===== src/rtl/uart_status_tx.sv =====
// uart_status_tx: formats and sends an 8-byte ASCII status frame "M:dddd\r\n" over a start/done UART handshake
module uart_status_tx #(
  parameter int CNT_W = 14,
  parameter int REPORT_PERIOD = 0
) (
  input  logic             clk,
  input  logic             reset,
  input  logic [CNT_W-1:0] i_count,
  input  logic             i_run_on,
  input  logic             i_clr_on,
  input  logic             i_report,
  input  logic             i_tx_done,
  output logic [7:0]       o_tx_data,
  output logic             o_tx_start,
  output logic             o_busy
);
  localparam int PW = REPORT_PERIOD > 1 ? $clog2(REPORT_PERIOD) : 1;
  localparam int CW = $clog2(CNT_W + 1);
  typedef enum logic [2:0] {IDLE, CONV, SEND, WAIT, NEXT} state_t;
  state_t state;
  logic [7:0] mode_c, prev_mode, snap_mode, cur_byte;
  logic [CNT_W-1:0] bin, clamped;
  logic [15:0] bcd, bcd_adj;
  logic [CW-1:0] cyc;
  logic [2:0] idx;
  logic [PW-1:0] per_cnt;
  logic pending, per_trig, trig;
  function automatic logic [15:0] dabble(input logic [15:0] b);
    logic [15:0] r;
    r = b;
    for (int k = 0; k < 4; k++) if (r[4*k +: 4] > 4'd4) r[4*k +: 4] = r[4*k +: 4] + 4'd3;
    return r;
  endfunction
  // mode character, trigger sources, clamped count and the byte selected by the frame index
  always_comb begin
    mode_c = i_clr_on ? 8'h43 : i_run_on ? 8'h52 : 8'h53;
    per_trig = (REPORT_PERIOD > 0) && (per_cnt == PW'(REPORT_PERIOD - 1));
    trig = (mode_c != prev_mode) || i_report || per_trig;
    clamped = (i_count > CNT_W'(9999)) ? CNT_W'(9999) : i_count;
    bcd_adj = dabble(bcd);
    cur_byte = idx == 3'd0 ? snap_mode :
               idx == 3'd1 ? 8'h3A :
               idx == 3'd2 ? {4'h3, bcd[15:12]} :
               idx == 3'd3 ? {4'h3, bcd[11:8]} :
               idx == 3'd4 ? {4'h3, bcd[7:4]} :
               idx == 3'd5 ? {4'h3, bcd[3:0]} :
               idx == 3'd6 ? 8'h0D : 8'h0A;
  end
  // frame sequencer: snapshot, double-dabble conversion, then byte-by-byte handshake
  always_ff @(posedge clk or negedge reset) begin
    if (!reset) begin
      state <= IDLE;
      o_tx_data <= '0;
      o_tx_start <= 1'b0;
      o_busy <= 1'b0;
      pending <= 1'b0;
      per_cnt <= '0;
      prev_mode <= 8'h53;
      snap_mode <= 8'h53;
      bin <= '0;
      bcd <= '0;
      cyc <= '0;
      idx <= '0;
    end else begin
      prev_mode <= mode_c;
      if (REPORT_PERIOD > 0) per_cnt <= per_trig ? '0 : per_cnt + 1'b1;
      if (trig && o_busy) pending <= 1'b1;
      o_tx_start <= 1'b0;
      case (state)
        IDLE: if (trig || pending) begin
          snap_mode <= mode_c;
          bin <= clamped;
          bcd <= '0;
          cyc <= '0;
          pending <= 1'b0;
          o_busy <= 1'b1;
          state <= CONV;
        end
        CONV: begin
          {bcd, bin} <= {bcd_adj, bin} << 1;
          cyc <= cyc + 1'b1;
          if (cyc == CW'(CNT_W - 1)) begin
            idx <= '0;
            state <= SEND;
          end
        end
        SEND: begin
          o_tx_start <= 1'b1;
          o_tx_data <= cur_byte;
          state <= WAIT;
        end
        WAIT: if (i_tx_done) state <= NEXT;
        NEXT: if (idx == 3'd7) begin
          o_busy <= 1'b0;
          state <= IDLE;
        end else begin
          idx <= idx + 3'd1;
          state <= SEND;
        end
        default: state <= IDLE;
      endcase
    end
  end
endmodule

===== config.mk =====
export PLATFORM = sky130hd
export DESIGN_NAME = uart_status_tx
export DESIGN_NICKNAME = d
export VERILOG_FILES = /design/src/rtl/uart_status_tx.sv
export SDC_FILE = /design/constraint.sdc
export NUM_CORES = 1
export LEC_CHECK = 0
export CORE_UTILIZATION = 35
export DETAILED_ROUTE_END_ITERATION = 7
export SYNTH_ARGS = -nofsm -noshare
export SYNTH_HDL_FRONTEND = slang
export SYNTH_SLANG_ARGS = --single-unit

===== constraint.sdc =====
create_clock -name clk -period 4.45 [get_ports clk]
set_input_delay 0.6675 -clock clk [delete_from_list [all_inputs] [get_ports clk]]
set_output_delay 0.6675 -clock clk [all_outputs]
set_load 0.02 [all_outputs]

==> flow_summary.toml, run 1 <==
[power_and_ir_drop]
p_per_area_mw_per_mm2 = 653
power.leakage_nw = 1.44
vdd_ir_drop_max_mv = 0.379

[setup_path]
arrival_ps = 2700
crit_chain = "clkdlybuf4s50_1 > nor4b_4 > a2bb2oi_2 > o21ai_4 > mux2_2"
rr_startpoint = "state[0]$_DFFE_PN0P_"
worstSetupStartpointType = "primary input"
path_buf_inv = 1
rr_endpoint = "cyc[2]$_DFFE_PN0P_"
rrSetupSlack_ps = 2160
crit_path_end_kind = "register"
cp.required_ps = 4710
cp.depth = 5
critPathSlowestCell = "o21ai_4"
reg2regPathDepth = 4
critPathKind = "primary input to register"
cp_max_fo = 28
critPathTopFamily = "compound AO/OA/AOI/OAI gates"
max_stage_delay_ps = 720

[layout]
syn_to_final_growth_pct = 14.6
finalNonFillerCells = 425
fin_util_pct = 41.8
antenna_cells = 0
nets = 351
finalInstanceArea_mm2 = 0.00347
drive_above_1_share_pct = 15.0
fillers = 822

[yosys]
ys_ff_latch = 54
avgSynthCellArea_um2 = 10.2
yosysWarnings = 0
synth_top_area_share_pct = 41.4
synth-compound-area-share_pct = 23.4
synthArstFlopShare_pct = 100
synth_ff_type = "dfrtp_1"
yosys-mux-area-fraction_pct = 2.81
synth_commonest_cells = "dfrtp_1 (50), inv_1 (23), nand2_1 (22)"
synth_area_leaders = "dfrtp_1 (41%), ha_1 (5.0%), dfstp_2 (3.5%)"
synth_top_family_by_area = "compound AO/OA/AOI/OAI gates"
yosys.area.top_type = "dfrtp_1"
syn_area_mm2 = 0.00302
ys_seq_area_share_pct = 44.8
yosysUniqueCellTypes = 55
yosys.area_share.adder_pct = 4.96
synth_edf_count = 0
syn_nets = 328
yosysMostFrequentCell = "dfrtp_1"
synth_simple_gate_area_share_pct = 16.6
syn-instance-count = 296
synth_xor_area_share_pct = 1.74

[cts]
cts_buffer_depth = 2
cts_num_sinks = 54
clk_latency_ps = 330
cts_resized = 0
cts_tree = "done"
cts_buffers = 5
cts_setup_buffers = 0
htree_num_levels = 2
ctsHoldBuffers = 0
clk_pin_slew_ps = 110
clockRootBuffer = "clkbuf_8"

[global_route]
antenna_found_initial = 0
grt_util_met2_pct = 25.2
grt_max_degree = 55
grt_pass1_wl_um = 11300
use_met3_pct = 2.66
grt_pass1_vias = 2235
top_usage_layer = "met2"
overflow = 0
grt_util_met1_pct = 23.6
grt_util_all_layers_pct = 16.5

[sta]
whs_ps = 441
worst_pin_slew_ps = 1090
fin_skew_ps = 12.9
hold_viol_final = 0
grt_setup_unrepaired = "false"
slew_headroom_pct = 26.8
finalSetupViolations = 0
final_max_slew_viol_count = 0
fmaxAchievable_mhz = 410
fin_crit_sh_pct = 54.8
min_period_ps = 2440
finalSetupTns_ps = 0

[routing]
drc = 0
wirelength_um = 6500
wl_per_cell_um = 15.3
ant_nets = 0
vias = 2282
first_iter_violations = 150
firstDrtPassIters = 4
vias_per_cell = 5.37

[placed_design]
gp_congestion = 0.758
dp.cells = 417
placed_area_mm2 = 0.00336
portBuffers = 28
dp_hpwl_um = 4520

[floorplanning]
dieArea_mm2 = 0.00902
die_y_um = 95.0
ios = 30
rows = 33
start_util_pct = 36.4
core_region_area_mm2 = 0.00830
die-width_um = 95.0

[hold_path]
hold_path_class = "primary input to async pin"

[outcome]
status = "finished, final reports clean"

[run]
cap_viol_max_count = 0
how the worst max path moves through the flow:
| stage | from | end | slack, ps |
|---|---|---|---|
| after global routing | i_clr_on | bin[6]$_DFFE_PN0P_ | 1890 |
| after CTS | i_clr_on | cyc[0]$_DFFE_PN0P_ | 2010 |
| after global placement | i_clr_on | cyc[0]$_DFFE_PN0P_ | 1720 |
| after floorplan | i_run_on | bin[4]$_DFFE_PN0P_ | 2680 |
| final | i_clr_on | cyc[0]$_DFFE_PN0P_ | 2010 |
| after detailed placement | i_clr_on | bin[7]$_DFFE_PN0P_ | 1660 |
worst reg2reg max path, cell delays in order (launching register included):
cell and delay [ps]:
dfrtp_1 790, nor3b_2 990, nand2_1 160, xor2_1 180, a21oi_1 100
flip-flops by register name (all words and copies together), names as in the netlist:
name,count
cyc,4
idx,3
pending,1
prev_mode,2
o_tx_data,7
o_tx_start,1
bin,14
o_busy,1
state,3
bcd,16
snap_mode,2
report_power, final:
part | total, mW | internal, mW | leakage [nW] | switching (mW)
registers | 0.903 | 0.699 | 0.666 | 0.204
clock network | 0.318 | 0.143 | 0.0544 | 0.175
logic | 1.04 | 0.507 | 0.721 | 0.536
placed cells by master (no fill, tap or decap), types with 4 or more instances in the layout:
cell type and count:
a21oi_1 16, a31o_2 4, o21ai_0 14, mux2_2 4
inv_1 23, a22o_1 11, nor3b_1 4, mux2i_1 4
nor2_1 15, nand2_1 22, ha_1 12, clkdlybuf4s50_1 27
o2bb2ai_2 7, nor3_1 17, nand3_1 7, clkbuf_8 7
dfrtp_1 50, and2_1 4, xnor2_1 4, dfstp_2 4
o22ai_1 6, nor2b_1 6, a221o_2 5
routing by layer:
layer | share of wire (%) | up-vias
li1 | - | 1126
met2 | 44 | 46
met1 | 51 | 1102
met3 | 3.2 | 8
met4 | 1.5 | 0
met5 | 0 | -
through the flow:
step	power (mW)	setup WS (ps)
finish	2.26	2010
global route	2.45	1890
CTS	2.28	2010
detailed placement	1.96	1660
global placement	1.93	1720
floorplan	1.70	2680
cells by family (layout without fill, tap and decap cells):
logic type	Yosys count	in the layout
xor gates and xnor gates	6	6
buffers and inverters	37	61
and+or+nand+nor	92	92
DFF	54	54
adders and majority gates	12	12
muxes	8	8
other	1	1
AOI/OAI and AO/OA	86	86
layout make-up:
type	instances	area [µm²]	share of cell area, %
Clock buffer	7	96.3	2.78
Sequential cell	54	1360	39.1
Inverter	24	90.1	2.60
Tap cell	105	131	3.79
Clock inverter	1	8.76	0.253
Multi-Input combinational cell	205	1500	43.3
Timing Repair Buffer	29	283	8.16
No activity file was read; power rests on OpenSTA's default activity.
==> run 2, diff against run 1 <==
- clock period: 4.45 -> 2.2 ns (I/O delays scaled with it)
==> run 2 against run 1 <==
  * Final cell count grew 2.8%
  * Hold slack lost 310 ps
  * Global-route usage grew 0.51 points
  * Power grew 110%
  * Critical endpoint is now o_tx_data[2]$_DFFE_PN0P_
  * Critical path depth is the same
  * Core utilization grew 1.1 points
  * Critical path type is now register to register
==> flow_summary.toml, run 2 (synthesized netlist as in run 1, its figures left out) <==
[setup_path]
rr_endpoint = "o_tx_data[2]$_DFFE_PN0P_"
critPathSlowestCell = "dfrtp_1"
critPathKind = "register to register"
cp.required_ps = 2430
rrSetupSlack_ps = 350
arrival_ps = 2080
reg2regPathDepth = 5
crit_path_end_kind = "register"
path_buf_inv = 1
cp_max_fo = 7
crit_chain = "inv_1 > ha_1 > nor2b_1 > a221oi_1 > o41ai_2"
max_stage_delay_ps = 450
rr_startpoint = "idx[0]$_DFFE_PN0P_"
critPathTopFamily = "compound AO/OA/AOI/OAI gates"
crit_path_start = "idx[0]$_DFFE_PN0P_"
worstSetupStartpointType = "register"

[power_and_ir_drop]
power.leakage_nw = 1.49
p_per_area_mw_per_mm2 = 1320
vdd_ir_drop_max_mv = 0.475

[floorplanning]
ios = 30
dieArea_mm2 = 0.00902
core_region_area_mm2 = 0.00830
die-width_um = 95.0
start_util_pct = 36.4
rows = 33
die_y_um = 95.0

[layout]
antenna_cells = 0
drive_above_1_share_pct = 18.1
layout.area.seq_mm2 = 0.00136
top_register = "bcd"
syn_to_final_growth_pct = 17.5
multi_input_area_mm2 = 0.00150
reg.largest.list = "bcd: 16 flops, bin: 14 flops, o_tx_data: 7 flops"
nets = 363
finalNonFillerCells = 437
fin_util_pct = 42.8
largest_reg_flops = 16
fillers = 819
final_cell_mix = "dfrtp_1 (50), clkdlybuf4s50_1 (27), inv_1 (23), nand2_1 (22), nor3_1 (17)"
final_common_cell = "dfrtp_1"

[sta]
hold_viol_final = 0
fin_skew_ps = 8.34
grt_setup_unrepaired = "false"
worst_pin_slew_ps = 712
finalSetupTns_ps = 0
fin_crit_sh_pct = 84.3
slew_headroom_pct = 52.5
finalSetupViolations = 0
min_period_ps = 1850
final_max_slew_viol_count = 0
fmaxAchievable_mhz = 539

[cts]
cts_buffer_depth = 2
cts_resized = 0
cts_tree = "done"
clk_pin_slew_ps = 100
ctsHoldBuffers = 0
clk_latency_ps = 320
cts_buffers = 5
cts_setup_buffers = 0
cts_num_sinks = 54
htree_num_levels = 2
clockRootBuffer = "clkbuf_8"

[run]
cap_viol_max_count = 0

[global_route]
grt_pass1_wl_um = 11800
grt_util_all_layers_pct = 17.0
grt_pass1_vias = 2370
antenna_found_initial = 0
grt_max_degree = 55
overflow = 0

[routing]
vias_per_cell = 5.34
wl_per_cell_um = 15.6
firstDrtPassIters = 4
ant_nets = 0
vias = 2332
first_iter_violations = 111
wirelength_um = 6820
drc = 0

[placed_design]
gp_congestion = 0.813
portBuffers = 28
dp_hpwl_um = 4890
dp.cells = 429

[hold_path]
hold_path_class = "primary input to async pin"

[outcome]
status = "finished, final reports clean"
==> run 2: cell types whose count changed in the layout (fill, tap and decap cells not counted), sizes merged <==
cell,delta
clkinv,+1
buf,+12
clkbuf,-2
clkinvlp,+1
==> run 2: per-stage QoR <==
stage	hold WS (ps)	setup slack (ps)	power, mW	area [µm²]
after detailed placement	467	185	4.14	3460
after floorplan	34.4	583	3.45	3020
after CTS	157	350	4.73	3550
after global routing	181	201	5.07	3550
final	134	345	4.69	3550
after global placement	458	211	4.07	3460
==> run 2: power breakdown <==
group	switching [mW]	internal, mW	total [mW]
registers	0.411	1.41	1.83
logic	1.13	1.16	2.29
clock network	0.354	0.225	0.578
total	1.90	2.80	4.69
==> run 2: final cells by class <==
type	instances	share of cell area, %
tap	105	3.70
inverter	24	2.53
multi-input combinational	205	42.2
clock buffer	5	1.94
sequential	54	38.2
clock inverter	3	0.598
timing repair buffer	41	10.8
==> run 2: worst register-to-register path, cell delays in order (launching register included) <==
cell and delay [ps]:
dfrtp_1 450, inv_1 100, ha_1 300, nor2b_1 450, a221oi_1 150, o41ai_2 320
==> run 2: how the worst max path moves through the flow <==
| stage | slack, ps | depth (start not counted) | to |
|---|---|---|---|
| 6_report | 350 | 5 | o_tx_data[2]$_DFFE_PN0P_ |
| 5_1_grt | 200 | 5 | o_tx_data[2]$_DFFE_PN0P_ |
| 4_1_cts | 350 | 5 | o_tx_data[2]$_DFFE_PN0P_ |
| 3_5_place_dp | 180 | 5 | bin[3]$_DFFE_PN0P_ |
| 3_3_place_gp | 210 | 6 | bin[7]$_DFFE_PN0P_ |
| 2_1_floorplan | 580 | 6 | o_tx_data[3]$_DFFE_PN0P_ |
==> run 2: per-layer routing <==
layer  routed length [µm]  global-route usage, %  vias up
met5                    0                      0        -
met3                  193                   2.66       14
met1                 3380                   23.5     1122
met4                  155                   5.93        0
li1                     -                      -     1143
met2                 3090                   26.8       53
==> run 3, diff against run 2 <==
- clock period: 2.2 -> 1.8 ns (I/O delays scaled with it)
==> run 3 against run 2 <==
  * Clock power up 48%
  * Worst setup slack worse by 240 ps
  * Clock skew down 2.3 ps
  * Core utilization up 2.2 points
  * Maximum frequency up 9.7%
  * Count of clock-buffer cells in the layout up 2
  * Non-clock buffer count up 13
  * Critical path depth unchanged
  * Largest cell class unchanged
  * Cell area up 5.1%
  * Routed wire length down 1.8%
==> flow_summary.toml, run 3 (synthesized netlist as in run 1, its figures left out) <==
[layout]
drive_above_1_share_pct = 22.9
finalInstanceArea_mm2 = 0.00374
top_register = "bcd"
fin_util_pct = 45.0
reg.largest.list = "bcd: 16 flops, bin: 14 flops, o_tx_data: 7 flops"
antenna_cells = 0
largest_reg_flops = 16
final_cell_mix = "dfrtp_1 (50), clkdlybuf4s50_1 (27), inv_1 (23), nand2_1 (22), buf_4 (22)"
finalNonFillerCells = 450
nets = 376
final_common_cell = "dfrtp_1"
syn_to_final_growth_pct = 23.5

[power_and_ir_drop]
clkPwrFrac_pct = 14.3
power_frac_seq_pct = 37.1
vdd_ir_drop_max_mv = 0.638
swShare_pct = 38.3
power.leakage_nw = 1.58
power_frac_comb_pct = 48.6
power.total_mw = 5.98
p_per_area_mw_per_mm2 = 1600
intPower_mw = 3.69
net-switching-power_mw = 2.29

[sta]
whs_ps = 478
finalSetupViolations = 0
fin_skew_ps = 6.05
final_max_slew_viol_count = 0
min_period_ps = 1690
fin_crit_sh_pct = 93.9
hold_viol_final = 0
fin_ws_ps = 110
finalSetupTns_ps = 0
fmaxAchievable_mhz = 592

[cts]
cts_setup_buffers = 0
clk_latency_ps = 310
cts_tree = "done"
cts_num_sinks = 54
clockRootBuffer = "clkbuf_8"
cts_buffer_depth = 2
clk_pin_slew_ps = 90
htree_num_levels = 2
cts_buffers = 5

[placed_design]
pre_cts_ws_ps = -159
placed_area_mm2 = 0.00358
dp_hpwl_um = 4910
gp_congestion = 0.898
portBuffers = 28
dp.cells = 441

[setup_path]
cp.required_ps = 2000
critPathKind = "register to register"
rr_startpoint = "prev_mode[4]$_DFF_PN1_"
worstSetupStartpointType = "register"
crit_path_end_kind = "register"
rrSetupSlack_ps = 110
arrival_ps = 1890
rr_endpoint = "bin[7]$_DFFE_PN0P_"
reg2regPathDepth = 5
cp_max_fo = 8

[floorplanning]
start_util_pct = 36.4
rows = 33
die_y_um = 95.0
core_region_area_mm2 = 0.00830
ios = 30
die-width_um = 95.0
dieArea_mm2 = 0.00902

[hold_path]
hold_path_class = "primary input to async pin"

[run]
cap_viol_max_count = 0

[routing]
firstDrtPassIters = 4
drc = 0
wirelength_um = 6700
first_iter_violations = 92
vias = 2391
ant_nets = 0
wl_per_cell_um = 14.9
vias_per_cell = 5.31

[global_route]
grt_pass1_wl_um = 11800
grt_max_degree = 55
grt_pass1_vias = 2396
antenna_found_initial = 0
overflow = 0
grt_util_all_layers_pct = 16.8

[outcome]
status = "finished, final reports clean"
## run 3: changes by cell type in the layout (fill, tap and decap cells not counted), moves of 2 or more
cell     before  now
buf_12        1    3
buf_4        12   22
ha_1         12    8
ha_2          0    4
nor2b_1       6    4
nor2b_2       0    2
## run 3: final cells by class
cell class              instances  area, µm²
clock buffers                   7       86.3
clock inverters                 1       30.0
fillers                       808       4560
inverters                      24       90.1
multi-input cells             205       1530
flip-flops and latches         54       1360
well taps                     105        131
repair buffers                 54        510
## run 3: worst max-delay path by stage
stage                      startpoint                       end  cells after the start
3_3_place_gp                 i_clr_on        bcd[7]$_DFFE_PN0P_                      6
6_report       prev_mode[4]$_DFF_PN1_        bin[7]$_DFFE_PN0P_                      5
4_1_cts            idx[0]$_DFFE_PN0P_  o_tx_data[3]$_DFFE_PN0P_                      5
2_1_floorplan      idx[0]$_DFFE_PN0P_  o_tx_data[3]$_DFFE_PN0P_                      6
3_5_place_dp                 i_clr_on       bcd[10]$_DFFE_PN0P_                      6
5_1_grt            idx[0]$_DFFE_PN0P_  o_tx_data[3]$_DFFE_PN0P_                      6
## run 3: worst max-delay path, stage by stage, from the launching register on
cell and delay (ps):
dfstp_2 560, nand3b_1 180, a2bb2oi_2 230, o21ai_4 90, buf_12 140, a221o_2 380
## run 3: power by group through the flow
stage	Sequential, mW	Combinational, mW	Clock, mW
after floorplan	2.13	2.08	0
after detailed placement	2.23	2.94	0
after global placement	2.22	2.86	0
after CTS	2.22	2.94	0.882
final	2.21	2.90	0.857
after global routing	2.30	3.26	0.925
## run 3: what timing repair did
action / CTS / global route
resized for setup: 0 / 8
endpoints found under the hold margin: 50 / 0
endpoints found under the setup margin: 0 / 7
hold buffers: 1 / 0
## run 3: metal layers
| metal | wire length, µm | vias up | GRT usage (%) |
|---|---|---|---|
| met4 | 93 | 0 | 6.19 |
| met2 | 3030 | 46 | 25.8 |
| li1 | - | 1182 | - |
| met1 | 3340 | 1154 | 23.3 |
| met3 | 231 | 9 | 3.30 |
| met5 | 0 | - | 0 |
==> variant 1: new RTL, settings of run 3 <==
`CNT_W`: 14 -> 7.
--- a/src/rtl/uart_status_tx.sv
+++ b/src/rtl/uart_status_tx.sv
@@ -1,6 +1,6 @@
 // uart_status_tx: formats and sends an 8-byte ASCII status frame "M:dddd\r\n" over a start/done UART handshake
 module uart_status_tx #(
-  parameter int CNT_W = 14,
+  parameter int CNT_W = 7,
   parameter int REPORT_PERIOD = 0
 ) (
   input  logic             clk,
Ports: changed (resized i_count); port bits go from 30 to 23. The function was not compared with the original's and may differ.
==> variant 1 against run 3 <==
Count of clock-buffer cells in the layout decreased by 1; design area decreased by 20%; routed wire length decreased by 20%; total power decreased by 23%; clock power decreased by 27%; worst setup slack got worse by 0.017 ns; core utilization decreased by 1.3 points; critical path depth unchanged; first-iteration DRC count increased by 33%; synthesized area decreased by 18%; sequential cell count decreased by 8; maximum frequency decreased by 0.97%; cell count decreased by 16%; highest routed layer unchanged.
==> variant 1: results (changes against run 3) <==
tightest hold margin: 0.417 ns (-0.0609 ns)
FF-to-FF setup slack: 0.09 ns (-0.02 ns)
area fraction in compound gates after synthesis: 0.215 (-0.0188)
Adder-Cell Fraction of Synth Area: 0.0603 (+0.0106)
GP Congestion: 0.780 (-13%)
largest net degree at the start of global routing: 32 (-42%)
Crit path largest cell delay: 0.48 ns (-0.08 ns)
GRT Overall Usage: 0.157 (-0.0111)
cells after synthesis: 250 (-16%)
routed wl met3: 158 µm (-32%)
Layout Nets: 306 (-19%)
Sw Share: 0.395 (+0.0119)
met2 wire len: 2490 µm (-18%)
crit path to: o_tx_data[3]
Netlist cell types: 50 (-9.1%)
worst r2r src: idx[1]
clock group power: 0.624 mW (-27%)
Pint: 2.80 mW (-24%)
drt initial violations: 122 (+33%)
outcome: complete, no violations
met2 usage: 0.250 (-0.00803)
GR Layer Usage met1: 0.212 (-0.0213)
mux contribution to synthesized area: 0.0412 (+0.0131)
dpl cells: 369 (-16%)
first-pass GRT wire length: 8990 µm (-24%)
FF-to-FF End: o_tx_data[3]
number of gates resized after cts: 1 (+1)
Post-Route WL: 5350 µm (-20%)
Buffers on Ports: 21 (-25%)
CP max-delay cell: or3b_2
vias per cell: 5.02 (-5.4%)
variant 1: changes by cell type after synthesis, sizes merged, moves of 6 or more:
cell   change
o22ai      -6
a221o      -6
o21ai      -6
dfrtp      -8
nor2       -7
nor3      -13
variant 1: final cells by class:
class | instances | area (µm²)
clock inverter | 2 | 10.0
tap | 96 | 120
inverter | 22 | 82.6
fill | 688 | 3840
multi-input combinational | 171 | 1210
sequential | 46 | 1160
timing repair buffer | 35 | 338
clock buffer | 6 | 72.6
variant 1: cells by family after synthesis:
group	Yosys count
buf+inv	33
xor+xnor	5
simple gates	70
other cells	1
flops	46
mux	10
fa+ha+maj	12
compound gates	73
variant 1: through the flow:
step / setup slack [ns] / cell area, µm²
2_1_floorplan: 0.155 / 2490
6_report: 0.0934 / 2990
3_5_place_dp: -0.0714 / 2880
3_3_place_gp: -0.0266 / 2880
5_1_grt: -0.0351 / 2990
4_1_cts: 0.0305 / 2980
==> variant 2: new RTL, settings of run 3 <==
Without the edit above. Register the output `o_tx_data` once more, without a reset; this adds one clock of latency there. The other outputs are not delayed to match.
--- a/src/rtl/uart_status_tx.sv
+++ b/src/rtl/uart_status_tx.sv
@@ -17,6 +17,8 @@
   localparam int PW = REPORT_PERIOD > 1 ? $clog2(REPORT_PERIOD) : 1;
   localparam int CW = $clog2(CNT_W + 1);
   typedef enum logic [2:0] {IDLE, CONV, SEND, WAIT, NEXT} state_t;
+
+  logic [7:0] o_tx_data_s0;
   state_t state;
   logic [7:0] mode_c, prev_mode, snap_mode, cur_byte;
   logic [CNT_W-1:0] bin, clamped;
@@ -50,7 +52,7 @@
   always_ff @(posedge clk or negedge reset) begin
     if (!reset) begin
       state <= IDLE;
-      o_tx_data <= '0;
+      o_tx_data_s0 <= '0;
       o_tx_start <= 1'b0;
       o_busy <= 1'b0;
       pending <= 1'b0;
@@ -86,7 +88,7 @@
         end
         SEND: begin
           o_tx_start <= 1'b1;
-          o_tx_data <= cur_byte;
+          o_tx_data_s0 <= cur_byte;
           state <= WAIT;
         end
         WAIT: if (i_tx_done) state <= NEXT;
@@ -101,4 +103,8 @@
       endcase
     end
   end
+  always_ff @(posedge clk) begin
+    o_tx_data <= o_tx_data_s0;
+  end
+
 endmodule
Check against the original RTL: same outputs for any inputs over 10 cycles, from zero or initial values and one cycle with reset low; that may be too few to reach the edited logic, so the function may still have changed.
==> variant 2 against run 3 <==
The run now ends with negative setup slack left; design area up 6.1%; total power up 20%; synthesized cell count up 7.4%; sequential power up 9%; routed wire length up 5.0%; maximum frequency down 6.9%; sequential cell count up 7; via count up 6.8%; synthesized area up 1.3%; worst setup slack worse by 0.13 ns; critical path depth unchanged; sequential share of layout area up 1.5 points; count of clock-buffer cells in the layout up 7.
==> variant 2: results (changes against run 3) <==
H-tree Lvls: 3 (+1)
failing checks: negative setup slack
GR Layer Usage met1: 0.222 (-0.0108)
Setup TNS Final: -0.0830 ns (-0.0830 ns)
number of gates resized after cts: 11 (+11)
Worst-Skew Late Latency: 0.34 ns (+0.03 ns)
Post-Synth XOR/XNOR Area: 0.0172 (-0.000220)
part of the Yosys area used for sequential elements: 0.489 (+0.0401)
DR WL/cell: 14.7 µm (-1.4%)
setup violators final: 9 (+9)
met2 wire len: 3320 µm (+9.6%)
Sw Share: 0.400 (+0.0176)
met2 usage: 0.286 (+0.0279)
GRT Overall Usage: 0.176 (+0.00772)
outcome: finished with violations
Synth area leaders: dfrtp_1, nand2_1, ha_1
Final WS setup: -0.0154 ns (-0.125 ns)
Adder-Cell Fraction of Synth Area: 0.0490 (-0.000629)
Post-Syn Nets: 350 (+6.7%)
Post-Route WL: 7030 µm (+5.0%)
layout cell share with drive strength beyond 1: 0.206 (-0.0231)
Final HPWL DP: 4870 µm (-0.81%)
top flop regs: bcd x16, bin x14
mux contribution to synthesized area: 0.0310 (+0.00291)
P_leak: 1.68 nW (+6.3%)
Layout Nets: 401 (+6.6%)
async set-or-reset flop fraction in the synthesized netlist: 0.885 (-0.115)
final setup skew: 0.00906 ns (+0.00301 ns)
Crit path largest cell delay: 0.53 ns (-0.03 ns)
Metal-1 WL: 3280 µm (-2.0%)
cells after synthesis: 318 (+7.4%)
routed wl met3: 347 µm (+50%)
VDD IR max: 0.735 mV (+15%)
CP arrival: 2.09 ns (+0.20 ns)
top cells by count, synth: dfrtp_1, nand2_1, inv_1
critical path peak fanout: 7 (-1)
vias per cell: 5.33 (+0.35%)
M3 GR Usage: 0.0542 (+0.0212)
post-CTS setup buffers: 1 (+1)
area fraction in compound gates after synthesis: 0.202 (-0.0320)
first-pass GRT wire length: 12200 µm (+3.5%)
## variant 2: through the flow
step                      worst slack (ns)  power (mW)  area [µm²]
after floorplan                   -0.00235        4.72        3080
after global placement              -0.294        5.66        3610
after detailed placement            -0.388        5.77        3610
after CTS                          -0.0316        7.04        3850
after global routing               -0.0767        7.75        3960
final                              -0.0154        7.14        3960
## variant 2: path summary, 6_finish.rpt
kind                                      start      endpoint  slack (ns)  depth (start not counted)
worst max-delay path               prev_mode[4]        bcd[9]       -0.02                          5
worst min-delay path                      reset        idx[2]        0.34                          2
worst max register to register     prev_mode[4]        bcd[9]       -0.02                          5
worst min register to register  o_tx_data_s0[0]  o_tx_data[0]        0.37                          0
max in group asynchronous                 reset  snap_mode[0]        0.83                          3
min in group clk                o_tx_data_s0[0]  o_tx_data[0]        0.37                          0
## variant 2: logic make-up after synthesis
| logic type | count (synthesis) |
|---|---|
| other | 1 |
| muxes | 9 |
| xor gates and xnor gates | 6 |
| DFF | 61 |
| AOI/OAI and AO/OA | 91 |
| buffers and inverters | 40 |
| and+or+nand+nor | 98 |
| adders and majority gates | 12 |
## variant 2: final cells by class
cell class,instances,area (µm²),area share
multi-input combinational,217,1540,0.389
inverter,23,86.3,0.0218
clock buffer,14,153,0.0385
sequential,61,1500,0.378
timing repair buffer,57,543,0.137
tap,105,131,0.0331
clock inverter,2,10.0,0.00253
## variant 2: power by group through the flow
stage	Combinational (mW)	Clock [mW]	Sequential (mW)
final	3.68	1.06	2.41
after global routing	4.11	1.15	2.49
after CTS	3.55	1.09	2.40
after detailed placement	3.35	0	2.41
after global placement	3.26	0	2.39
after floorplan	2.37	0	2.35
